$ cat config.mk
export PLATFORM = sky130hd
export DESIGN_NAME = rtsnoc_local_port_arbiter_flat
export DESIGN_NICKNAME = d
export VERILOG_FILES = /design/src/rtl/rtsnoc_local_port_arbiter_if.sv /design/src/rtl/rtsnoc_local_port_arbiter.sv /design/src/flat_wrapper.sv
export SDC_FILE = /design/constraint.sdc
export NUM_CORES = 1
export LEC_CHECK = 0
export CORE_AREA = 10 10 176 178
export CTS_CLUSTER_SIZE = 25
export DETAILED_ROUTE_END_ITERATION = 12
export DIE_AREA = 0 0 186 188
export PLACE_DENSITY_LB_ADDON = 0.08
export SLEW_MARGIN = 10
export SYNTH_ARGS = -nofsm -noshare
export SYNTH_HDL_FRONTEND = slang
export SYNTH_SLANG_ARGS = --single-unit
$ cat constraint.sdc
create_clock -name clk_i -period 7.2 [get_ports clk_i]
set_input_delay 2.16 -clock clk_i [delete_from_list [all_inputs] [get_ports clk_i]]
set_output_delay 2.16 -clock clk_i [all_outputs]
set_load 0.1 [all_outputs]
$ cat src/rtl/rtsnoc_local_port_arbiter_if.sv
// Bridge-side and router-side signals of the shared RTSNoC local port, flattened per requester.
// The slave modport is the arbiter's view; the master modport is the environment driving it.
interface rtsnoc_local_port_arbiter_if #(
  parameter int NUM_REQ = 4,
  parameter int BUS     = 42
);
  logic [NUM_REQ*BUS-1:0] req_din_i;
  logic [NUM_REQ-1:0]     req_wr_i;
  logic [NUM_REQ-1:0]     req_wait_o;
  logic [NUM_REQ*BUS-1:0] rx_dout_o;
  logic [NUM_REQ-1:0]     rx_nd_o;
  logic [NUM_REQ-1:0]     rx_rd_i;
  logic [BUS-1:0]         noc_din_o;
  logic                   noc_wr_o;
  logic                   noc_wait_i;
  logic [BUS-1:0]         noc_dout_i;
  logic                   noc_nd_i;
  logic                   noc_rd_o;
  logic [15:0]            stat_tx_cnt_o;
  logic [15:0]            stat_drop_cnt_o;

  modport slave (
    input  req_din_i, req_wr_i, rx_rd_i, noc_wait_i, noc_dout_i, noc_nd_i,
    output req_wait_o, rx_dout_o, rx_nd_o, noc_din_o, noc_wr_o, noc_rd_o,
           stat_tx_cnt_o, stat_drop_cnt_o
  );

  modport master (
    output req_din_i, req_wr_i, rx_rd_i, noc_wait_i, noc_dout_i, noc_nd_i,
    input  req_wait_o, rx_dout_o, rx_nd_o, noc_din_o, noc_wr_o, noc_rd_o,
           stat_tx_cnt_o, stat_drop_cnt_o
  );
endinterface

$ cat src/rtl/rtsnoc_local_port_arbiter.sv
// Round-robin TX arbiter and H_ORIG-routed RX demux sharing one RTSNoC local port; req_wr to noc_wr is 1 cycle.
// Router wait stalls grants, full RX holding register stalls pops; RTSNOC_ARB_STATS_EN builds the stats counters.
module rtsnoc_local_port_arbiter #(
  parameter int          NUM_REQ        = 4,
  parameter int          NOC_DATA_WIDTH = 32,
  parameter int          SOC_SIZE_X     = 1,
  parameter int          SOC_SIZE_Y     = 1,
  parameter logic [23:0] REQ_TGT_ADR    = 24'h0
) (
  input  logic                         clk_i,
  input  logic                         rst_n_i,
  rtsnoc_local_port_arbiter_if.slave   bus
);
  localparam int HDR    = 2*SOC_SIZE_X + 2*SOC_SIZE_Y + 6;
  localparam int BUS    = NOC_DATA_WIDTH + HDR;
  localparam int HO_MSB = BUS - 1 - SOC_SIZE_X - SOC_SIZE_Y;
  localparam int RRW    = $clog2(NUM_REQ);

  localparam logic [0:0] TX_IDLE = 1'b0;
  localparam logic [0:0] TX_SEND = 1'b1;
  localparam logic [0:0] RX_IDLE = 1'b0;
  localparam logic [0:0] RX_GAP  = 1'b1;

  logic [0:0]             tx_state_q, tx_state_d;
  logic [RRW-1:0]         rr_q, rr_d;
  logic [BUS-1:0]         noc_din_q, noc_din_d;
  logic [NUM_REQ-1:0]     grant_oh;
  logic                   tx_open;

  logic [0:0]             rx_state_q, rx_state_d;
  logic [NUM_REQ-1:0]     rx_nd_q, rx_nd_d;
  logic [NUM_REQ*BUS-1:0] rx_dout_q, rx_dout_d;
  logic [NUM_REQ-1:0]     match_oh;
  logic [2:0]             h_orig;
  logic                   rx_free;
  logic                   noc_rd;

  // Grants only when the port can take a flit this cycle: idle, or the held flit leaves now.
  always_comb begin
    tx_state_d = tx_state_q;
    rr_d       = rr_q;
    noc_din_d  = noc_din_q;
    grant_oh   = '0;
    tx_open    = rst_n_i && ((tx_state_q == TX_IDLE) || !bus.noc_wait_i);
    if (tx_open) begin
      for (int k = NUM_REQ; k >= 1; k--) begin
        for (int i = 0; i < NUM_REQ; i++) begin
          if (bus.req_wr_i[i] && ((int'(rr_q) + k == i) || (int'(rr_q) + k == i + NUM_REQ))) begin
            grant_oh    = '0;
            grant_oh[i] = 1'b1;
          end
        end
      end
      tx_state_d = (grant_oh != '0) ? TX_SEND : TX_IDLE;
      for (int i = 0; i < NUM_REQ; i++) begin
        if (grant_oh[i]) begin
          noc_din_d = bus.req_din_i[BUS*i +: BUS];
          rr_d      = RRW'(i);
        end
      end
    end
  end

  always_ff @(posedge clk_i or negedge rst_n_i) begin
    if (!rst_n_i) begin
      tx_state_q <= TX_IDLE;
      rr_q       <= RRW'(NUM_REQ - 1);
      noc_din_q  <= '0;
    end else begin
      tx_state_q <= tx_state_d;
      rr_q       <= rr_d;
      noc_din_q  <= noc_din_d;
    end
  end

  assign bus.req_wait_o = ~grant_oh;
  assign bus.noc_wr_o   = (tx_state_q == TX_SEND);
  assign bus.noc_din_o  = noc_din_q;

  // Lowest matching index owns the flit; a full owner blocks the head of the router queue.
  always_comb begin
    rx_state_d = rx_state_q;
    rx_nd_d    = rx_nd_q & ~bus.rx_rd_i;
    rx_dout_d  = rx_dout_q;
    noc_rd     = 1'b0;
    match_oh   = '0;
    h_orig     = bus.noc_dout_i[HO_MSB -: 3];
    for (int i = NUM_REQ-1; i >= 0; i--) begin
      if (REQ_TGT_ADR[3*i +: 3] == h_orig) begin
        match_oh    = '0;
        match_oh[i] = 1'b1;
      end
    end
    rx_free = |(match_oh & (~rx_nd_q | bus.rx_rd_i));
    if (rx_state_q == RX_GAP) begin
      rx_state_d = RX_IDLE;
    end else if (rst_n_i && bus.noc_nd_i && ((match_oh == '0) || rx_free)) begin
      noc_rd     = 1'b1;
      rx_state_d = RX_GAP;
      for (int i = 0; i < NUM_REQ; i++) begin
        if (match_oh[i]) begin
          rx_nd_d[i]              = 1'b1;
          rx_dout_d[BUS*i +: BUS] = bus.noc_dout_i;
        end
      end
    end
  end

  always_ff @(posedge clk_i or negedge rst_n_i) begin
    if (!rst_n_i) begin
      rx_state_q <= RX_IDLE;
      rx_nd_q    <= '0;
      rx_dout_q  <= '0;
    end else begin
      rx_state_q <= rx_state_d;
      rx_nd_q    <= rx_nd_d;
      rx_dout_q  <= rx_dout_d;
    end
  end

  assign bus.noc_rd_o  = noc_rd;
  assign bus.rx_nd_o   = rx_nd_q;
  assign bus.rx_dout_o = rx_dout_q;

`ifdef RTSNOC_ARB_STATS_EN
  logic [15:0] tx_cnt_q, tx_cnt_d;
  logic [15:0] drop_cnt_q, drop_cnt_d;

  always_comb begin
    tx_cnt_d   = tx_cnt_q;
    drop_cnt_d = drop_cnt_q;
    if ((tx_state_q == TX_SEND) && !bus.noc_wait_i && (tx_cnt_q != 16'hFFFF))
      tx_cnt_d = tx_cnt_q + 16'd1;
    if (noc_rd && (match_oh == '0) && (drop_cnt_q != 16'hFFFF))
      drop_cnt_d = drop_cnt_q + 16'd1;
  end

  always_ff @(posedge clk_i or negedge rst_n_i) begin
    if (!rst_n_i) begin
      tx_cnt_q   <= '0;
      drop_cnt_q <= '0;
    end else begin
      tx_cnt_q   <= tx_cnt_d;
      drop_cnt_q <= drop_cnt_d;
    end
  end

  assign bus.stat_tx_cnt_o   = tx_cnt_q;
  assign bus.stat_drop_cnt_o = drop_cnt_q;
`else
  assign bus.stat_tx_cnt_o   = '0;
  assign bus.stat_drop_cnt_o = '0;
`endif
endmodule
$ cat src/flat_wrapper.sv
// flat-port wrapper written by rule: the top's interface ports become plain ports
module rtsnoc_local_port_arbiter_flat 
#(
  parameter int          NUM_REQ        = 4,
  parameter int          NOC_DATA_WIDTH = 32,
  parameter int          SOC_SIZE_X     = 1,
  parameter int          SOC_SIZE_Y     = 1,
  parameter logic [23:0] REQ_TGT_ADR    = 24'h0
)
  (clk_i, rst_n_i, bus_req_din_i, bus_req_wr_i, bus_rx_rd_i, bus_noc_wait_i, bus_noc_dout_i, bus_noc_nd_i, bus_req_wait_o, bus_rx_dout_o, bus_rx_nd_o, bus_noc_din_o, bus_noc_wr_o, bus_noc_rd_o, bus_stat_tx_cnt_o, bus_stat_drop_cnt_o);
  rtsnoc_local_port_arbiter_if #(.NUM_REQ(NUM_REQ)) bus_i ();
  input  logic clk_i;
  input  logic rst_n_i;
  input wire logic [$bits(bus_i.req_din_i)-1:0] bus_req_din_i;
  input wire logic [$bits(bus_i.req_wr_i)-1:0] bus_req_wr_i;
  input wire logic [$bits(bus_i.rx_rd_i)-1:0] bus_rx_rd_i;
  input wire logic [$bits(bus_i.noc_wait_i)-1:0] bus_noc_wait_i;
  input wire logic [$bits(bus_i.noc_dout_i)-1:0] bus_noc_dout_i;
  input wire logic [$bits(bus_i.noc_nd_i)-1:0] bus_noc_nd_i;
  output wire logic [$bits(bus_i.req_wait_o)-1:0] bus_req_wait_o;
  output wire logic [$bits(bus_i.rx_dout_o)-1:0] bus_rx_dout_o;
  output wire logic [$bits(bus_i.rx_nd_o)-1:0] bus_rx_nd_o;
  output wire logic [$bits(bus_i.noc_din_o)-1:0] bus_noc_din_o;
  output wire logic [$bits(bus_i.noc_wr_o)-1:0] bus_noc_wr_o;
  output wire logic [$bits(bus_i.noc_rd_o)-1:0] bus_noc_rd_o;
  output wire logic [$bits(bus_i.stat_tx_cnt_o)-1:0] bus_stat_tx_cnt_o;
  output wire logic [$bits(bus_i.stat_drop_cnt_o)-1:0] bus_stat_drop_cnt_o;
  assign bus_i.req_din_i = bus_req_din_i;
  assign bus_i.req_wr_i = bus_req_wr_i;
  assign bus_i.rx_rd_i = bus_rx_rd_i;
  assign bus_i.noc_wait_i = bus_noc_wait_i;
  assign bus_i.noc_dout_i = bus_noc_dout_i;
  assign bus_i.noc_nd_i = bus_noc_nd_i;
  assign bus_req_wait_o = bus_i.req_wait_o;
  assign bus_rx_dout_o = bus_i.rx_dout_o;
  assign bus_rx_nd_o = bus_i.rx_nd_o;
  assign bus_noc_din_o = bus_i.noc_din_o;
  assign bus_noc_wr_o = bus_i.noc_wr_o;
  assign bus_noc_rd_o = bus_i.noc_rd_o;
  assign bus_stat_tx_cnt_o = bus_i.stat_tx_cnt_o;
  assign bus_stat_drop_cnt_o = bus_i.stat_drop_cnt_o;
  rtsnoc_local_port_arbiter #(.NUM_REQ(NUM_REQ), .NOC_DATA_WIDTH(NOC_DATA_WIDTH), .SOC_SIZE_X(SOC_SIZE_X), .SOC_SIZE_Y(SOC_SIZE_Y), .REQ_TGT_ADR(REQ_TGT_ADR)) u_core (.clk_i(clk_i), .rst_n_i(rst_n_i), .bus(bus_i));
endmodule
## Yosys cells after proc, flatten, opt, wreduce, memory -nomap -nowiden

Cells that the tools add are included.

| storage, ports and cells | value |
|---|---|
| bits in registers | 218 |
| bits in latches | 0 |
| RAM bits | 0 |
| ROM bits | 0 |
| input bits | 222 |
| output and inout bits | 252 |
| logic and storage cells | 136 |
| memories kept | 0 |

| cells by class | value |
|---|---|
| add/sub/neg operators | 4 |
| $mul | 0 |
| divide/modulo/power cells | 0 |
| magnitude comparators | 0 |
| eq/ne operators | 28 |
| shift operators | 0 |
| multiplexer cells | 36 |
| bitwise operators | 8 |
| reduce and logical (&&, ||, !) cells | 51 |

Operators by type and width:

| cell | number |
|---|---|
| $eq 32x4->1 const B | 16 |
| $eq 32x3->1 const B | 8 |
| $mux 42 | 4 |
| $eq 32x2->1 const B | 4 |
| $logic_not 32->1 | 4 |
| $mux 4 | 17 |
| $logic_and 1x1->1 | 19 |
| $logic_or 1x1->1 | 18 |
| $not 4->4 | 3 |
| $reduce_and 3->1 | 4 |
| $mux 2 | 5 |
| $mux 1 | 9 |
| $add 2x2->3 const B | 2 |
| $add 2x3->4 const B | 1 |
| $and 1x4->4 | 1 |
| $and 4x4->4 | 1 |
| $logic_not 4->1 | 1 |
| $or 4x4->4 | 1 |
| $reduce_bool 4->1 | 1 |
| $reduce_or 4->1 | 1 |
| $add 2x1->3 const B | 1 |
| $logic_not 3->1 | 1 |
| $mux 3 | 1 |
| $not 1->1 | 2 |
| other kinds (2) | 2 |

## Logic depth before layout (Yosys ltp)

Gate-level depths: netlist (run 1).

| depth | value |
|---|---|
| depth in word-level cells | 25 |
| gate-level depth with buffers | 9 |
| mapped depth without buffers | 5 |

## Least setup slack after synthesis (run 1)

No wires, ideal clock.

| timing | value |
|---|---|
| kind | in2out |
| start point | input bus_noc_dout_i[38] |
| end point | output bus_noc_rd_o |
| arrival | 4.522 ns |
| data required time | 5.040 ns |
| setup slack | 0.518 ns |
| cell stages on the path | 2 |
| path buffers | 0 |
| path through | nor3_1 a211oi_1 |

| on the way | value |
|---|---|
| cells in the longest elaborated chain, start to end | 8 |
| elaborated cells on any way between the ends | 9 |
| those cells by class | 3 x mux; 1 x bitwise; 5 x reduce/logical |

Ends and longest elaborated chain:

| what | RTL line | RTL |
|---|---|---|
| start: declaration | flat_wrapper.sv:18 | `input wire logic [$bits(bus_i.noc_dout_i)-1:0] bus_noc_dout_i;` |
| $logic_not 3->1 (*) | rtsnoc_local_port_arbiter.sv:89 | `if (REQ_TGT_ADR[3*i +: 3] == h_orig) begin` |
| $mux 1 (*) | rtsnoc_local_port_arbiter.sv:89 |  |
| $and 1x4->4 | rtsnoc_local_port_arbiter.sv:94 | `rx_free = \|(match_oh & (~rx_nd_q \| bus.rx_rd_i));` |
| $reduce_or 4->1 | rtsnoc_local_port_arbiter.sv:94 |  |
| $logic_or 1x1->1 (*) | rtsnoc_local_port_arbiter.sv:97 | `end else if (rst_n_i && bus.noc_nd_i && ((match_oh == '0) \|\| rx_free)) begin` |
| $logic_and 1x1->1 (*) | rtsnoc_local_port_arbiter.sv:97 |  |
| $mux 1 (*) | rtsnoc_local_port_arbiter.sv:97 |  |
| $mux 1 (*) | rtsnoc_local_port_arbiter.sv:95 | `if (rx_state_q == RX_GAP) begin` |
| end: declaration | flat_wrapper.sv:25 | `output wire logic [$bits(bus_i.noc_rd_o)-1:0] bus_noc_rd_o;` |

Mark *: on every way between the ends. The rest lies on a longest branch, timed or not.

## Final worst setup path (run 1)

| timing | value |
|---|---|
| start point | input bus_req_wr_i[0] |
| end point | output bus_req_wait_o[2] |

| on the way | value |
|---|---|
| cells in the longest elaborated chain, start to end | 16 |
| elaborated cells on any way between the ends | 18 |
| those cells by class | 14 x mux; 1 x bitwise; 3 x reduce/logical |

Ends and longest elaborated chain:

| what | RTL line | RTL |
|---|---|---|
| start: declaration | flat_wrapper.sv:15 | `input wire logic [$bits(bus_i.req_wr_i)-1:0] bus_req_wr_i;` |
| $logic_and 1x1->1 | rtsnoc_local_port_arbiter.sv:48 | `if (bus.req_wr_i[i] && ((int'(rr_q) + k == i) \|\| (int'(rr_q) + k == i + NUM_REQ))) begin` |
| $mux 4 (8 in series) | rtsnoc_local_port_arbiter.sv:48 |  |
| $mux 4 (*) (4 in series) | rtsnoc_local_port_arbiter.sv:48 |  |
| $mux 4 (*) (2 in series) | rtsnoc_local_port_arbiter.sv:45 | `if (tx_open) begin` |
| $not 4->4 (*) | rtsnoc_local_port_arbiter.sv:76 | `assign bus.req_wait_o = ~grant_oh;` |
| end: declaration | flat_wrapper.sv:20 | `output wire logic [$bits(bus_i.req_wait_o)-1:0] bus_req_wait_o;` |

Mark *: on every way between the ends. The rest lies on a longest branch, timed or not. The select of a mux whose other input is x is not followed.

==> qor.csv, run 1 <==
stage;metric;value;unit
finish;Area Growth Syn to Fin;50.2;%
worst_hold_path;Worst Hold Depth;1;
cts;Root Buffer;clkbuf_16;
setup_path;WS Path Type;primary input to output port;
synthesis;synthesized area per cell;9.70;um2
setup_path;r2r setup slk;4.20;ns
cts;# H-tree levels;3;
sta;Final Max Slew Viols;0;
finish;Layout Nets;1148;
cts;total CTS buffers;9;
power_and_ir_drop;combinational group share of total power;0.686;
cts;TritonCTS Sinks;92;
power_and_ir_drop;Leak;4.13;nW
die;die area;0.0350;mm2
detailed_routing;drt drc;0;
die;die width;186;um
sta;fin crit period;6.04;ns
grt;gr usage total;0.146;
setup_path;Critical Path Source Type;primary input;
synthesis;number of enable flip-flop cells after synthesis;0;
finish;most frequent cells in the layout;308 x clkdlybuf4s50_1, 158 x conb_1, 90 x dfrtp_1, 44 x inv_1;
placement;Port Buffer Count;315;
sta;Fmax;0.166;GHz
cts;Clock Latency Late Sink;0.36;ns
power_and_ir_drop;maximum vdd ir drop;199;uV
placement;HPWL after DPL;20.8;mm
power_and_ir_drop;Sequential Power Share;0.189;
detailed_routing;routed wire length;27.1;mm
setup_path;FF-to-FF path depth;6;
setup_path;Reg2Reg Capture Point;u_core.bus.noc_din_o[41]$_DFFE_PN0P_;
synthesis;Top FF cell, synth;dfrtp_1;
power_and_ir_drop;switching part of the total;0.618;
die;core area;0.0275;mm2
grt;M2 GR Usage;0.249;
sta;Setup Viol. Count Final;0;
power_and_ir_drop;cell area power density;460;mW/mm2
sta;Worst Tran Pin Value;1.12;ns
detailed_routing;via count;5392;
synthesis;Post-synth ARST share;1.00;
cts;Worst-path clk slew;0.08;ns
sta;clk_skew;0.0168;ns
run_status;status;finished, final reports clean;
setup_path;reg-to-reg startpoint;u_core.rr_q[1]$_DFFE_PN1P_;
grt;global-route wire length before repair;38.6;mm
detailed_routing;antenna-violating nets left;0;
cts;CTS Hold Bufs;0;
die;row cnt;61;
cts;CTS resizes;0;
setup_path;required time worst endpoint;5.04;ns
grt;vias in the first global route;5873;
synthesis;post-synth design cell area;0.00622;mm2
finish;commonest non-fill, non-tap cell in the layout;clkdlybuf4s50_1;
grt;met1 Track Usage GR;0.156;
setup_path;CP Max Fanout;43;
die;# IOs;474;
sta;Hold Vio Cnt, Final;0;
detailed_routing;routed len/inst;21.2;um
worst_hold_path;hold path start;u_core.rx_state_q$_DFF_PN0_;
sta;Fin Setup TNS;0;ns
finish;final std cell area, no fill;0.00934;mm2
power_and_ir_drop;Pint;1.64;mW
synthesis;register area share after synthesis;0.371;
detailed_routing;1st-pass router iterations;4;
cts;CTS tree;yes;
setup_path;WP data arrival;3.88;ns
synthesis;Mapped Cells;641;
synthesis;Yosys Warn Count;0;
placement;gpl congestion;0.719;
synthesis;register bit total from synthesis;92;
worst_hold_path;Worst Hold Class;flop to flop;
placement;post-place instance area;0.00901;mm2
setup_path;Setup crit end kind;output port;
detailed_routing;1st-iter DRT viols;192;
grt;initial antenna violation count;7;
setup_path;Critical Path Start;bus_req_wr_i[0];
die;initial core utilization;0.226;
grt;total gr overflow;0;
finish;ratio of cells with drive above 1 in the final layout;0.0956;
worst_hold_path;Hold Path End;u_core.rx_state_q$_DFF_PN0_;
detailed_routing;vias per cell;4.22;
sta;RSZ-0062 raised after global routing;no;
sta;final period utilization;0.839;
grt;largest net degree at the start of global routing;86;
power_and_ir_drop;Clk pwr share;0.125;
power_and_ir_drop;total net switching power;2.65;mW
die;Die H;188;um
synthesis;synth unique cells;39;
grt;met3 Use GR;0.0818;
job;Max Cap Viol;0;
sta;Slew headroom;0.251;
cts;clock buffer depth;2;
cts;Post-CTS Setup Inserts;0;
grt;Top Usage Layer GRT;met2;
[stage by stage]
stage	cells	setup WS, ns	utilization	power, mW	hold slack (ns)
final	1279	1.16	0.340	4.30	0.458
after global routing	1277	0.992	0.340	4.52	0.475
after CTS	1277	1.11	0.340	4.37	0.455
after detailed placement	1261	1.11	0.328	3.80	0.444
after global placement	1261	1.13	0.328	3.81	0.450
after floorplan	798	0.518	-	3.14	0.515
[routing by layer]
metal | share of wire | vias up
met5 | 0.0013 | -
met1 | 0.37 | 2554
met2 | 0.49 | 266
met4 | 0.0054 | 6
met3 | 0.14 | 15
li1 | - | 2551
[registers in the layout, summed over array words and instances (netlist names)]
name                  flops
u_core.rr_q               2
u_core.bus.noc_din_o     42
u_core.bus.rx_dout_o     42
u_core.bus.noc_wr_o       1
u_core.bus.rx_nd_o        4
u_core.rx_state_q         1
[kinds of logic (layout without fill, tap and decap cells)]
| kind of cell | count (synthesis) | count (layout) | synth area share |
|---|---|---|---|
| compound gates | 181 | 181 | 0.222 |
| buf+inv | 252 | 385 | 0.262 |
| flops | 92 | 92 | 0.371 |
| mux | 40 | 40 | 0.0725 |
| other cells | 1 | 160 | 0.000603 |
| simple gates | 75 | 75 | 0.0715 |
[worst max-delay path: stages]
cell	delay, ns
clkdlybuf4s50_1	0.55
nor2_4	0.14
o221a_2	0.19
buf_4	0.42
nand2_1	0.15
buf_4	0.26
[worst max-delay path by stage]
stage	endpoint	depth (start not counted)
floorplan	bus_noc_rd_o	2
global placement	bus_req_wait_o[2]	6
detailed placement	bus_req_wait_o[2]	6
CTS	bus_req_wait_o[2]	6
global route	bus_req_wait_o[2]	6
finish	bus_req_wait_o[2]	6
[power by group through the flow]
| stage | Sequential (mW) | Combinational [mW] | Clock (mW) |
|---|---|---|---|
| 2_1_floorplan | 2.09 | 1.05 | 0 |
| 3_3_place_gp | 0.822 | 2.99 | 0 |
| 3_5_place_dp | 0.820 | 2.98 | 0 |
| 4_1_cts | 0.814 | 2.99 | 0.565 |
| 5_1_grt | 0.840 | 3.09 | 0.586 |
| 6_report | 0.811 | 2.95 | 0.536 |
[synthesized netlist by cell type, types with 2 or more instances]
| cell type | n | area [um2] |
|---|---|---|
| a21boi_0 | 19 | 143 |
| a21boi_1 | 23 | 173 |
| a21oi_1 | 2 | 10.0 |
| a221oi_1 | 42 | 368 |
| a32oi_1 | 40 | 350 |
| a32oi_2 | 2 | 32.5 |
| and3_1 | 42 | 263 |
| buf_1 | 4 | 15.0 |
| buf_2 | 6 | 30.0 |
| buf_4 | 158 | 1190 |
| buf_6 | 11 | 124 |
| clkbuf_1 | 28 | 105 |
| dfrtp_1 | 90 | 2250 |
| dfstp_2 | 2 | 52.6 |
| inv_1 | 44 | 165 |
| mux2_2 | 40 | 450 |
| nand2_1 | 9 | 33.8 |
| nand2b_1 | 3 | 18.8 |
| nor2_1 | 5 | 18.8 |
| nor2_4 | 2 | 22.5 |
| nor2b_1 | 8 | 50.1 |
| nor3_1 | 2 | 10.0 |
| o21ai_0 | 13 | 65.1 |
| o21ai_1 | 30 | 150 |
| o221a_2 | 2 | 22.5 |
[layout make-up]
type                            instances  area (um2)
Antenna cell                            2        5.00
Clock buffer                            9         225
Clock inverter                          7         103
Fill cell                            2916       18100
Inverter                               44         165
Multi-Input combinational cell        454        2880
Sequential cell                        92        2300
Tap cell                              346         433
Timing Repair Buffer                  325        3220
Power figures use the tool's default switching activity.
==> run 2, diff against run 1 <==
==> constraint.sdc (replaced) <==
create_clock -name clk_i -period 5.02 [get_ports clk_i]
set_input_delay 1.506 -clock clk_i [delete_from_list [all_inputs] [get_ports clk_i]]
set_output_delay 1.506 -clock clk_i [all_outputs]
set_load 0.1 [all_outputs]
==> run 2 against run 1 <==
- critical path depth is 1 lower
- final cell count is 0.16% higher
- clock-buffer cell count is 1 higher
- highest routed layer unchanged
- sequential share of layout area is 0.13 points lower
- non-clock buffer count is 3 higher
- combinational power is 45% higher
- clock skew is 0.0068 ns lower
- routed wire length is 2.2% higher
- via count is 0.61% higher
- register-to-register slack worse by 1.7 ns
- critical path type unchanged
- first-iteration DRC count is 22% higher
- worst hold slack better by 0.031 ns
==> qor.csv, run 2 (synthesis results as in run 1) <==
stage;metric;value;unit
setup_path;WP data arrival;2.93;ns
die;row cnt;61;
die;initial core utilization;0.226;
finish;multi-input logic area;0.00289;mm2
grt;initial antenna violation count;2;
setup_path;Setup crit end kind;output port;
finish;fin util;0.342;
cts;Clock Latency Late Sink;0.35;ns
setup_path;cells along the critical path;clkdlybuf4s50_1 -> nand2b_1 -> a311o_2 -> nand3_1 -> buf_12;
worst_hold_path;Worst Hold Class;flop to flop;
finish;Non-Filler Instances;1281;
finish;commonest non-fill, non-tap cell in the layout;clkdlybuf4s50_1;
grt;largest net degree at the start of global routing;85;
cts;CTS tree;yes;
run_status;status;finished, final reports clean;
finish;Layout Nets;1151;
die;# IOs;474;
sta;Slew headroom;0.248;
cts;Worst-path clk slew;0.07;ns
power_and_ir_drop;maximum vdd ir drop;252;uV
detailed_routing;antenna-violating nets left;0;
setup_path;CP Max Fanout;6;
sta;clk_skew;0.00999;ns
placement;Port Buffer Count;315;
grt;global-route wire length before repair;39.4;mm
sta;final period utilization;0.884;
sta;Final Max Slew Viols;0;
cts;CTS resizes;0;
setup_path;required time worst endpoint;3.51;ns
detailed_routing;vias per cell;4.23;
sta;Hold Vio Cnt, Final;0;
sta;Setup Viol. Count Final;0;
cts;Post-CTS Setup Inserts;0;
finish;Register Area;0.00230;mm2
sta;Fin Setup TNS;0;ns
finish;ratio of cells with drive above 1 in the final layout;0.0985;
sta;Worst Tran Pin Value;1.12;ns
die;die area;0.0350;mm2
die;core area;0.0275;mm2
detailed_routing;1st-pass router iterations;4;
sta;fin crit period;4.44;ns
detailed_routing;routed len/inst;21.6;um
die;die width;186;um
detailed_routing;1st-iter DRT viols;235;
placement;Place WS;0.598;ns
cts;# H-tree levels;3;
setup_path;Critical Path Source Type;primary input;
setup_path;CP peak stage delay;0.57;ns
job;Max Cap Viol;0;
finish;# fillers;2858;
detailed_routing;drt drc;0;
finish;most frequent cells in the layout;308 x clkdlybuf4s50_1, 158 x conb_1, 90 x dfrtp_1, 44 x inv_1;
cts;TritonCTS Sinks;92;
grt;vias in the first global route;5872;
power_and_ir_drop;Tot Pwr;6.14;mW
grt;gr usage total;0.148;
finish;Area Growth Syn to Fin;51.0;%
cts;Root Buffer;clkbuf_16;
die;Die H;188;um
detailed_routing;routed wire length;27.7;mm
power_and_ir_drop;cell area power density;654;mW/mm2
sta;Fmax;0.225;GHz
placement;DP Cell Count;1264;
sta;RSZ-0062 raised after global routing;no;
power_and_ir_drop;Leak;4.15;nW
setup_path;WS Path Type;primary input to output port;
placement;gpl congestion;0.718;
placement;HPWL after DPL;21.4;mm
setup_path;CP max stage cell;clkdlybuf4s50_1;
detailed_routing;via count;5425;
cts;CTS Hold Bufs;0;
setup_path;r2r setup slk;2.55;ns
cts;clock buffer depth;2;
cts;total CTS buffers;9;
grt;total gr overflow;0;
sta;final setup margin;0.584;ns
-- run 2: per-layer routing --
| metal | share of wire | track usage | wire length [um] | vias up |
|---|---|---|---|---|
| li1 | - | - | - | 2559 |
| met1 | 0.37 | 0.160 | 10300 | 2561 |
| met2 | 0.48 | 0.252 | 13400 | 292 |
| met3 | 0.14 | 0.0802 | 3830 | 11 |
| met4 | 0.0046 | 0.0242 | 127 | 2 |
| met5 | 0.00065 | 0 | 18 | - |
-- run 2: final timing paths --
path | from | endpoint | cells after the start
worst max-delay path | bus_req_wr_i[3] | bus_req_wait_o[1] | 5
worst min-delay path | u_core.rx_state_q$_DFF_PN0_ | u_core.rx_state_q$_DFF_PN0_ | 1
worst max register to register | u_core.rr_q[1]$_DFFE_PN1P_ | u_core.bus.noc_din_o[40]$_DFFE_PN0P_ | 6
worst min register to register | u_core.rx_state_q$_DFF_PN0_ | u_core.rx_state_q$_DFF_PN0_ | 1
max in group asynchronous | rst_n_i | u_core.bus.noc_din_o[22]$_DFFE_PN0P_ | 2
min in group asynchronous | rst_n_i | u_core.bus.rx_nd_o[3]$_DFF_PN0_ | 1
-- run 2: final cells by class --
cell class,count,area share
inverters,44,0.0176
multi-input cells,454,0.308
diodes,1,0.000267
well taps,346,0.0461
flip-flops and latches,92,0.246
clock inverters,6,0.00640
repair buffers,328,0.352
clock buffers,10,0.0244
-- run 2: where the power goes --
part           total [mW]  switching (mW)  internal [mW]  leakage [nW]
Sequential           1.17           0.161           1.01          1.10
Clock               0.691           0.344          0.348         0.134
Combinational        4.28            3.31          0.966          2.92
-- run 2: critical path: cells and delay by family --
kind / cells / cell delay, ns
AO/OA/AOI/OAI: 1 / 0.42
buffers and inverters: 2 / 0.76
AND/OR/NAND/NOR: 2 / 0.23
-- run 2: metrics by stage --
| step | hold WS [ns] | cell area [um2] |
|---|---|---|
| 2_1_floorplan | 0.534 | 6810 |
| 3_3_place_gp | 0.480 | 9100 |
| 3_5_place_dp | 0.476 | 9100 |
| 4_1_cts | 0.485 | 9390 |
| 5_1_grt | 0.495 | 9390 |
| 6_report | 0.489 | 9390 |
